<file path="src/rtl/vga_sync_ctrl.sv">
// vga_sync_ctrl: VGA raster timing (pixel enable, h/v counters, syncs, video_on).
// Optional 8-bit frame counter is built only when VGA_SYNC_FRAME_CNT_EN is defined.
module vga_sync_ctrl #(
    parameter int DIV       = 4,
    parameter int H_DISPLAY = 640,
    parameter int H_FRONT   = 16,
    parameter int H_SYNC    = 96,
    parameter int H_BACK    = 48,
    parameter int V_DISPLAY = 480,
    parameter int V_FRONT   = 10,
    parameter int V_SYNC    = 2,
    parameter int V_BACK    = 33
) (
    input  logic       clk,
    input  logic       reset,
    output logic       p_tick,
    output logic [9:0] pixelx,
    output logic [9:0] pixely,
    output logic       video_on,
    output logic       hsync,
    output logic       vsync,
    output logic       frame_start,
    output logic [7:0] frame_cnt
);
    localparam int H_TOTAL = H_DISPLAY + H_FRONT + H_SYNC + H_BACK;
    localparam int V_TOTAL = V_DISPLAY + V_FRONT + V_SYNC + V_BACK;
    localparam int DW = $clog2(DIV);
    localparam logic [DW-1:0] DIV_MAX = DW'(DIV - 1);
    localparam logic [9:0] H_MAX = 10'(H_TOTAL - 1);
    localparam logic [9:0] V_MAX = 10'(V_TOTAL - 1);
    localparam logic [9:0] H_VIS = 10'(H_DISPLAY);
    localparam logic [9:0] V_VIS = 10'(V_DISPLAY);
    localparam logic [9:0] HS_LO = 10'(H_DISPLAY + H_FRONT);
    localparam logic [9:0] HS_HI = 10'(H_DISPLAY + H_FRONT + H_SYNC - 1);
    localparam logic [9:0] VS_LO = 10'(V_DISPLAY + V_FRONT);
    localparam logic [9:0] VS_HI = 10'(V_DISPLAY + V_FRONT + V_SYNC - 1);

    logic [DW-1:0] div_cnt;
    logic [9:0]    h_next;
    logic [9:0]    v_next;
    logic          line_end;

    // >= compares pull any out-of-range count back to 0 on the next tick
    always_comb begin
        p_tick      = div_cnt == DIV_MAX;
        line_end    = pixelx >= H_MAX;
        h_next      = p_tick ? (line_end ? '0 : pixelx + 10'd1) : pixelx;
        v_next      = (p_tick && line_end) ? (pixely >= V_MAX ? '0 : pixely + 10'd1) : pixely;
        video_on    = (pixelx < H_VIS) && (pixely < V_VIS);
        frame_start = p_tick && (pixelx == H_MAX) && (pixely == V_MAX);
    end

    // syncs decode the next counts so they switch on the same edge as pixelx/pixely
    always_ff @(posedge clk or posedge reset) begin
        if (reset) begin
            div_cnt <= '0;
            pixelx  <= '0;
            pixely  <= '0;
            hsync   <= 1'b1;
            vsync   <= 1'b1;
        end else begin
            div_cnt <= (div_cnt >= DIV_MAX) ? '0 : div_cnt + DW'(1);
            pixelx  <= h_next;
            pixely  <= v_next;
            hsync   <= !(h_next >= HS_LO && h_next <= HS_HI);
            vsync   <= !(v_next >= VS_LO && v_next <= VS_HI);
        end
    end

`ifdef VGA_SYNC_FRAME_CNT_EN
    always_ff @(posedge clk or posedge reset) begin
        if (reset)
            frame_cnt <= '0;
        else if (frame_start)
            frame_cnt <= frame_cnt + 8'd1;
    end
`else
    assign frame_cnt = 8'h00;
`endif
endmodule

</file>
<file path="config.mk">
export PLATFORM = sky130hd
export DESIGN_NAME = vga_sync_ctrl
export DESIGN_NICKNAME = d
export VERILOG_FILES = /design/src/rtl/vga_sync_ctrl.sv
export SDC_FILE = /design/constraint.sdc
export NUM_CORES = 1
export LEC_CHECK = 0
export CAP_MARGIN = 40
export CORE_MARGIN = 2
export CORE_UTILIZATION = 35
export DETAILED_ROUTE_END_ITERATION = 16
export MAX_ROUTING_LAYER = met4
export PLACE_DENSITY_LB_ADDON = 0.05
export SKIP_CTS_REPAIR_TIMING = 1
export SLEW_MARGIN = 40
export SYNTH_ARGS = -nofsm -noshare
export SYNTH_HDL_FRONTEND = slang
export SYNTH_SLANG_ARGS = --single-unit
</file>
<file path="constraint.sdc">
create_clock -name clk -period 3.5 [get_ports clk]
set_clock_uncertainty 0.2 [all_clocks]
set_input_delay 0.7 -clock clk [delete_from_list [all_inputs] [get_ports clk]]
set_output_delay 0.7 -clock clk [all_outputs]
set_load 0.02 [all_outputs]
</file>
==> PnR_summary.wiki <==
{| class="wikitable"
! Metric !! Value
|-
| Max-cap violation count || 0
|-
| Number of failing hold endpoints at the final stage || 0
|-
| PwrDens || 258.8 mW/mm²
|-
| Layout-stage area growth over the synthesis result || 19.15%
|-
| Initial antenna violation count || 0
|-
| Worst slew pin tran || 0.5141 ns
|-
| Routed Wire Length || 3590 µm
|-
| Clock latency at the later pin of the worst-skew pair || 0.27 ns
|-
| Die area || 0.004814 mm²
|-
| CTS tree || built
|-
| Number of placement rows || 23
|-
| Type of the worst min-delay path || flop to flop
|-
| Total track usage || 0.1624
|-
| Result of the run || complete, no violations
|-
| Highest clock rate || 0.3114 GHz
|-
| Post-synth top flop || sky130_fd_sc_hd__dfrtp_1
|-
| Sum of negative setup slack || 0 ns
|-
| Setup crit start kind || flop
|-
| Max IR drop VDD || 0.0001048 V
|-
| Share of the synthesized netlist area taken by xor and xnor gates || 0.02926
|-
| Number of buffers created by CTS || 3
|-
| Routed vias || 1294
|-
| Path type of the worst setup path || flop to primary output
|-
| Proportion of synthesized flip-flops having asynchronous set or reset || 1.000
|-
| CP Data Required Time || 2.60 ns
|-
| Area of the core || 0.004058 mm²
|-
| Signal arrival time at the worst endpoint || 2.31 ns
|-
| Number of sinks on the clock net || 24
|-
| Seq/Total Area, Yosys || 0.4030
|-
| Worst-path fanout max || 14
|-
| Drc violations || 0
|-
| Max H-tree Level || 1
|-
| Crit-path slowest cell || sky130_fd_sc_hd__clkdlybuf4s50_1
|-
| Distinct cell type count of the synthesized netlist || 49
|-
| Effective utilization at floorplan || 0.3688
|-
| Total count of max-transition violations in the final report || 0
|-
| Multiplexer share of the synthesized area || 0.01338
|-
| Clock Path Buffers || 2
|-
| DRT antenna net count || 0
|-
| Largest net degree at the start of global routing || 25
|-
| First-pass GRT wire length || 6292 µm
|-
| Main combinational cell family by area after synthesis || compound AO/OA/AOI/OAI gates
|-
| Ratio of cells with drive above 1 in the final layout || 0.09341
|-
| Final layout net count || 189
|-
| Setup violations, final || 0
|-
| Leftover overflow at the end of global routing || 0
|-
| Leakage power of the design || 0.6854 nW
|-
| Average wire per standard cell || 15.47 µm
|-
| DIE HEIGHT || 69.39 µm
|-
| Number of global-route vias before repair || 1299
|-
| Critical path, cell by cell || or4_1 > nor3_1 > and4b_1 > clkdlybuf4s50_1
|-
| Max-slew headroom at the worst pin || 0.6568
|-
| Number of port buffers || 26
|-
| Antenna Diode Count || 0
|-
| Worst Path Buf+Inv || 1
|-
| Most common cell after layout, fill and taps aside || sky130_fd_sc_hd__clkdlybuf4s50_1
|-
| Final core utilization || 0.4394
|-
| Cell area after technology mapping || 0.001496 mm²
|-
| Most frequent cells in the layout || 26 x sky130_fd_sc_hd__clkdlybuf4s50_1, 22 x sky130_fd_sc_hd__dfrtp_1, 15 x sky130_fd_sc_hd__nand2_1
|-
| Share of the synthesized area in compound gates (AO/OA/AOI/OAI) || 0.2157
|-
| Period minus WS final || 3.211 ns
|-
| Global placement routability congestion || 0.8597
|-
| HPWL reported at the end of detailed placement || 2553 µm
|-
| DRC violation total after the first TritonRoute iteration || 76
|-
| Number of standard cells in the layout, taps in and fillers out || 232
|-
| Clock transition at the registers of the reported paths || 0.09 ns
|-
| Fillers || 395
|-
| X dimension of the die || 69.39 µm
|-
| Dpl cells || 228
|-
| Warning count from the yosys run || 0
|-
| Mean cell area of the mapped netlist || 9.295 µm²
|-
| Category of the worst setup path capture point || primary output
|-
| Cell family with the largest share of critical-path delay || simple AND/OR/NAND/NOR gates
|-
| Length of the first detailed-routing pass in iterations || 4
|-
| Routed vias/inst || 5.578
|-
| Syn Inst Count || 161
|-
| CP max stage delay || 0.60 ns
|-
| Setup repair after global routing missed its margin || false
|-
| Adder-Cell Fraction of Synth Area || 0.03344
|-
| Clock Root Buffer || sky130_fd_sc_hd__clkbuf_8
|-
| Flip-flop and latch count after synthesis || 24
|-
| Final cycle utilization of the critical path || 0.9175
|-
| Synth Area in Simple Gates || 0.2157
|-
| Number of top-level pins || 35
|-
| Number of enable-type register cells in the synthesized netlist || 0
|}
-- kinds of logic (layout without fill, tap and decap cells) --
| kind of cell | Yosys count | in the layout |
|---|---|---|
| AO/OA/AOI/OAI | 44 | 44 |
| XOR/XNOR | 5 | 5 |
| adder cells (fa/ha/maj) | 4 | 4 |
| buffers and inverters | 21 | 35 |
| flip-flops | 24 | 24 |
| multiplexers | 2 | 2 |
| other | 1 | 8 |
| AND/OR/NAND/NOR | 60 | 60 |
-- synthesized netlist by cell type (all sizes together) (2+ instances only) --
cell type / n / area share
inv: 4 / 0.010
and4: 2 / 0.012
o31ai: 4 / 0.020
nor3: 6 / 0.023
dfrtp: 22 / 0.37
or4: 3 / 0.015
o2111ai: 2 / 0.012
nand3: 8 / 0.027
dfstp: 2 / 0.035
clkbuf: 3 / 0.0075
buf: 14 / 0.069
o21ai: 14 / 0.049
mux2i: 2 / 0.013
nor2: 13 / 0.034
ha: 4 / 0.033
nand2: 15 / 0.038
xor2: 3 / 0.018
xnor2: 2 / 0.012
and3: 2 / 0.0084
nand4: 6 / 0.035
or3: 3 / 0.013
a22o: 2 / 0.018
a21oi: 8 / 0.032
a31oi: 2 / 0.0084
-- state kept, by name, summed over array words and instances, names as in the netlist --
signal / flops
hsync: 1
pixely: 10
pixelx: 10
div_cnt: 2
vsync: 1
-- through the flow --
step | setup slack (ns) | total power, mW | cell area [µm²] | hold slack, ns
finish | 0.2888 | 0.4614 | 1783 | 0.2356
global route | 0.1304 | 0.4868 | 1783 | 0.2587
CTS | 0.2653 | 0.4698 | 1783 | 0.2388
detailed placement | 0.5658 | 0.2973 | 1738 | 0.2258
global placement | 0.5701 | 0.2970 | 1738 | 0.2116
floorplan | 0.9804 | 0.3010 | 1523 | 0.2031
-- worst paths after layout --
check	to	from	cells after the start	slack [ns]
setup / recovery	frame_start	pixely[5]$_DFF_PP0_	4	0.29
hold / removal	div_cnt[0]$_DFF_PP0_	div_cnt[0]$_DFF_PP0_	1	0.24
setup reg to reg	vsync$_DFF_PP1_	div_cnt[0]$_DFF_PP0_	6	1.03
hold reg to reg	div_cnt[0]$_DFF_PP0_	div_cnt[0]$_DFF_PP0_	1	0.24
max in group asynchronous	vsync$_DFF_PP1_	reset	2	2.15
min in group asynchronous	pixely[2]$_DFF_PP0_	reset	2	0.58
-- per-layer routing --
layer	track usage	up-vias	wire (µm)
met2	0.2660	39	1773
met3	0.02471	6	138
met4	0.05011	0	52
li1	-	625	-
met5	-	-	0
met1	0.2073	624	1626
-- worst register-to-register path, delay by kind of cell (launching register included) --
kind / cells / cell delay [ns]
AND/OR/NAND/NOR: 3 / 0.68
AO/OA/AOI/OAI: 2 / 0.73
flip-flops: 1 / 0.36
adder cells (fa/ha/maj): 1 / 0.39
-- report_power, final --
part | switching, mW | total, mW | internal, mW
clock network | 0.0887 | 0.170 | 0.0813
logic | 0.0132 | 0.0143 | 0.00108
registers | 0 | 0.277 | 0.277
-- area by class of cell --
| cell class | instances | area (µm²) | area share |
|---|---|---|---|
| Timing Repair Buffer | 27 | 267.8 | 0.1502 |
| Sequential cell | 24 | 603.1 | 0.3382 |
| Multi-Input combinational cell | 123 | 789.5 | 0.4428 |
| Tap cell | 50 | 62.56 | 0.03509 |
| Clock buffer | 4 | 45.04 | 0.02526 |
| Inverter | 4 | 15.01 | 0.008421 |
No activity file was read; power rests on OpenSTA's default activity.
==> patch (config.mk and constraints unchanged) <==
Register the output `p_tick`, with the module's reset; this adds one clock of latency there. The other outputs are not delayed to match.
--- a/src/rtl/vga_sync_ctrl.sv
+++ b/src/rtl/vga_sync_ctrl.sv
@@ -35,6 +35,8 @@
     localparam logic [9:0] VS_LO = 10'(V_DISPLAY + V_FRONT);
     localparam logic [9:0] VS_HI = 10'(V_DISPLAY + V_FRONT + V_SYNC - 1);
 
+    logic p_tick_d;
+
     logic [DW-1:0] div_cnt;
     logic [9:0]    h_next;
     logic [9:0]    v_next;
@@ -42,12 +44,12 @@
 
     // >= compares pull any out-of-range count back to 0 on the next tick
     always_comb begin
-        p_tick      = div_cnt == DIV_MAX;
+        p_tick_d    = div_cnt == DIV_MAX;
         line_end    = pixelx >= H_MAX;
-        h_next      = p_tick ? (line_end ? '0 : pixelx + 10'd1) : pixelx;
-        v_next      = (p_tick && line_end) ? (pixely >= V_MAX ? '0 : pixely + 10'd1) : pixely;
+        h_next      = p_tick_d ? (line_end ? '0 : pixelx + 10'd1) : pixelx;
+        v_next      = (p_tick_d && line_end) ? (pixely >= V_MAX ? '0 : pixely + 10'd1) : pixely;
         video_on    = (pixelx < H_VIS) && (pixely < V_VIS);
-        frame_start = p_tick && (pixelx == H_MAX) && (pixely == V_MAX);
+        frame_start = p_tick_d && (pixelx == H_MAX) && (pixely == V_MAX);
     end
 
     // syncs decode the next counts so they switch on the same edge as pixelx/pixely
@@ -77,5 +79,13 @@
 `else
     assign frame_cnt = 8'h00;
 `endif
+    always_ff @(posedge clk or posedge reset) begin
+        if (reset) begin
+            p_tick <= '0;
+        end else begin
+            p_tick <= p_tick_d;
+        end
+    end
+
 endmodule
 
Formal check against the unedited RTL: not equivalent (a bounded check fails within 4 cycles, from zero or initial values and one cycle with reset high).
==> patch against the unedited design <==
Global-route usage is 1.3 points lower. Register-to-register slack lost 0.03 ns. Sequential cell count grew 1. Non-clock buffer count unchanged. Highest routed layer unchanged. Synthesized area is 1.7% higher. Design area increased by 1.4%. Power grew 3.7%. Routed wire length decreased by 4.0%. Setup slack got worse by 0.037 ns. Critical path type unchanged.
==> patch: results (changes against the unedited design) <==
share of cells above drive strength 1=9.29% (-0.051 points); Vias/cell=5.69 (+2.0%); largest net degree at the start of global routing=26 (+4.0%); Yosys cell types=49 (unchanged); Top delay family on crit path=simple AND/OR/NAND/NOR gates; Port Buffers=26 (unchanged); part of the Yosys area used for sequential elements=41.3% (+0.98 points); worst vdd ir=0.278 mV (+170%); Synth area leaders=dfrtp_1, buf_4, nand2_1, dfstp_2, ha_1; via count=1326 (+2.5%); run status=finished, final reports clean; Clk Latency, worst-skew pair=0.27 ns (about the same); Placed Cells incl. Taps=229 (+0.44%); gpl congestion=0.899 (+4.6%); H-Tree Level Count=1 (unchanged); pre-CTS setup slack=0.575 ns (+0.00886 ns); Bufs on Longest Clock Path=2 (unchanged); HP Class=flip-flop to flip-flop; final WL=3450 um (-4.0%); CTS clock-pin slew for the worst setup and hold paths=0.09 ns (about the same); antenna violations before repair=0 (unchanged); Slowest cell on crit path=clkdlybuf4s50_1; Placed Area=1760 um2 (+1.4%); post-synthesis average cell area=9.39 um2 (+1.0%); ANT cells=0 (unchanged); vias in the first global route=1173 (-9.7%); Worst path max stage delay=0.60 ns (about the same); Nets=190 (+0.53%); root buf cell=clkbuf_8; Ys Warns=0 (unchanged); gr ovfl total=0 (unchanged); worst slew pin tran=0.546 ns (+0.0318 ns); top_reg_cell synth=dfrtp_1; First DRT Iteration DRCs=78 (+2.6%); global-route wire length before repair=5820 um (-7.5%); static leakage=0.699 nW (+2.0%); top post-synthesis cells by count=dfrtp_1, nand2_1, nor2_1; ys async rst share=100% (unchanged); Largest regs=pixelx: 10 flops, pixely: 10 flops, div_cnt: 2 flops; HPWL Detailed=2410 um (-5.4%); critical-path maximum fanout=14 (unchanged); All-Layer GR Usage=15.0% (-1.3 points); DR pass1 iterations=4 (unchanged)
==> patch: cell count changes after synthesis, sizes merged <==
| cell | before | now |
|---|---|---|
| dfrtp | 22 | 23 |
==> patch: kinds of logic after synthesis <==
group / count (synthesis) / synth area share, %
AO/OA/AOI/OAI: 44 / 21.2
XOR/XNOR: 5 / 2.88
adder cells (fa/ha/maj): 4 / 3.29
buffers and inverters: 21 / 8.55
flip-flops: 25 / 41.3
multiplexers: 2 / 1.32
other: 1 / 0.246
AND/OR/NAND/NOR: 60 / 21.2
==> patch: final timing paths <==
| path | from | slack [ns] | cells after the start | to |
|---|---|---|---|---|
| worst min-delay path | div_cnt[0] | 0.24 | 1 | div_cnt[0] |
| worst max-delay path | pixely[5] | 0.25 | 4 | frame_start |
| max in group asynchronous | reset | 2.14 | 2 | vsync |
| worst max register to register | div_cnt[0] | 1.00 | 6 | vsync |
| min in group asynchronous | reset | 0.59 | 2 | pixely[5] |
| worst min register to register | div_cnt[0] | 0.24 | 1 | div_cnt[0] |
==> patch: metal layers <==
layer / part of all wire, % / GRT usage (%) / vias to the layer above
met5: 0 / - / -
met4: 0.70 / 2.99 / 0
met3: 7.0 / 3.32 / 6
met2: 44 / 21.4 / 48
met1: 49 / 21.8 / 644
li1: - / - / 628
==> patch: power by group <==
group	internal, mW	switching (mW)	total [mW]
registers	0.289	0	0.289
clock network	0.0815	0.0939	0.175
logic	0.00108	0.0135	0.0145
total	0.371	0.107	0.479
==> patch: layout make-up <==
cell class,count,area (um2)
Inverter,4,15.0
Tap cell,50,62.6
Fill cell,408,2280
Multi-Input combinational cell,123,790
Timing Repair Buffer,27,268
Sequential cell,25,628
Clock buffer,4,45.0
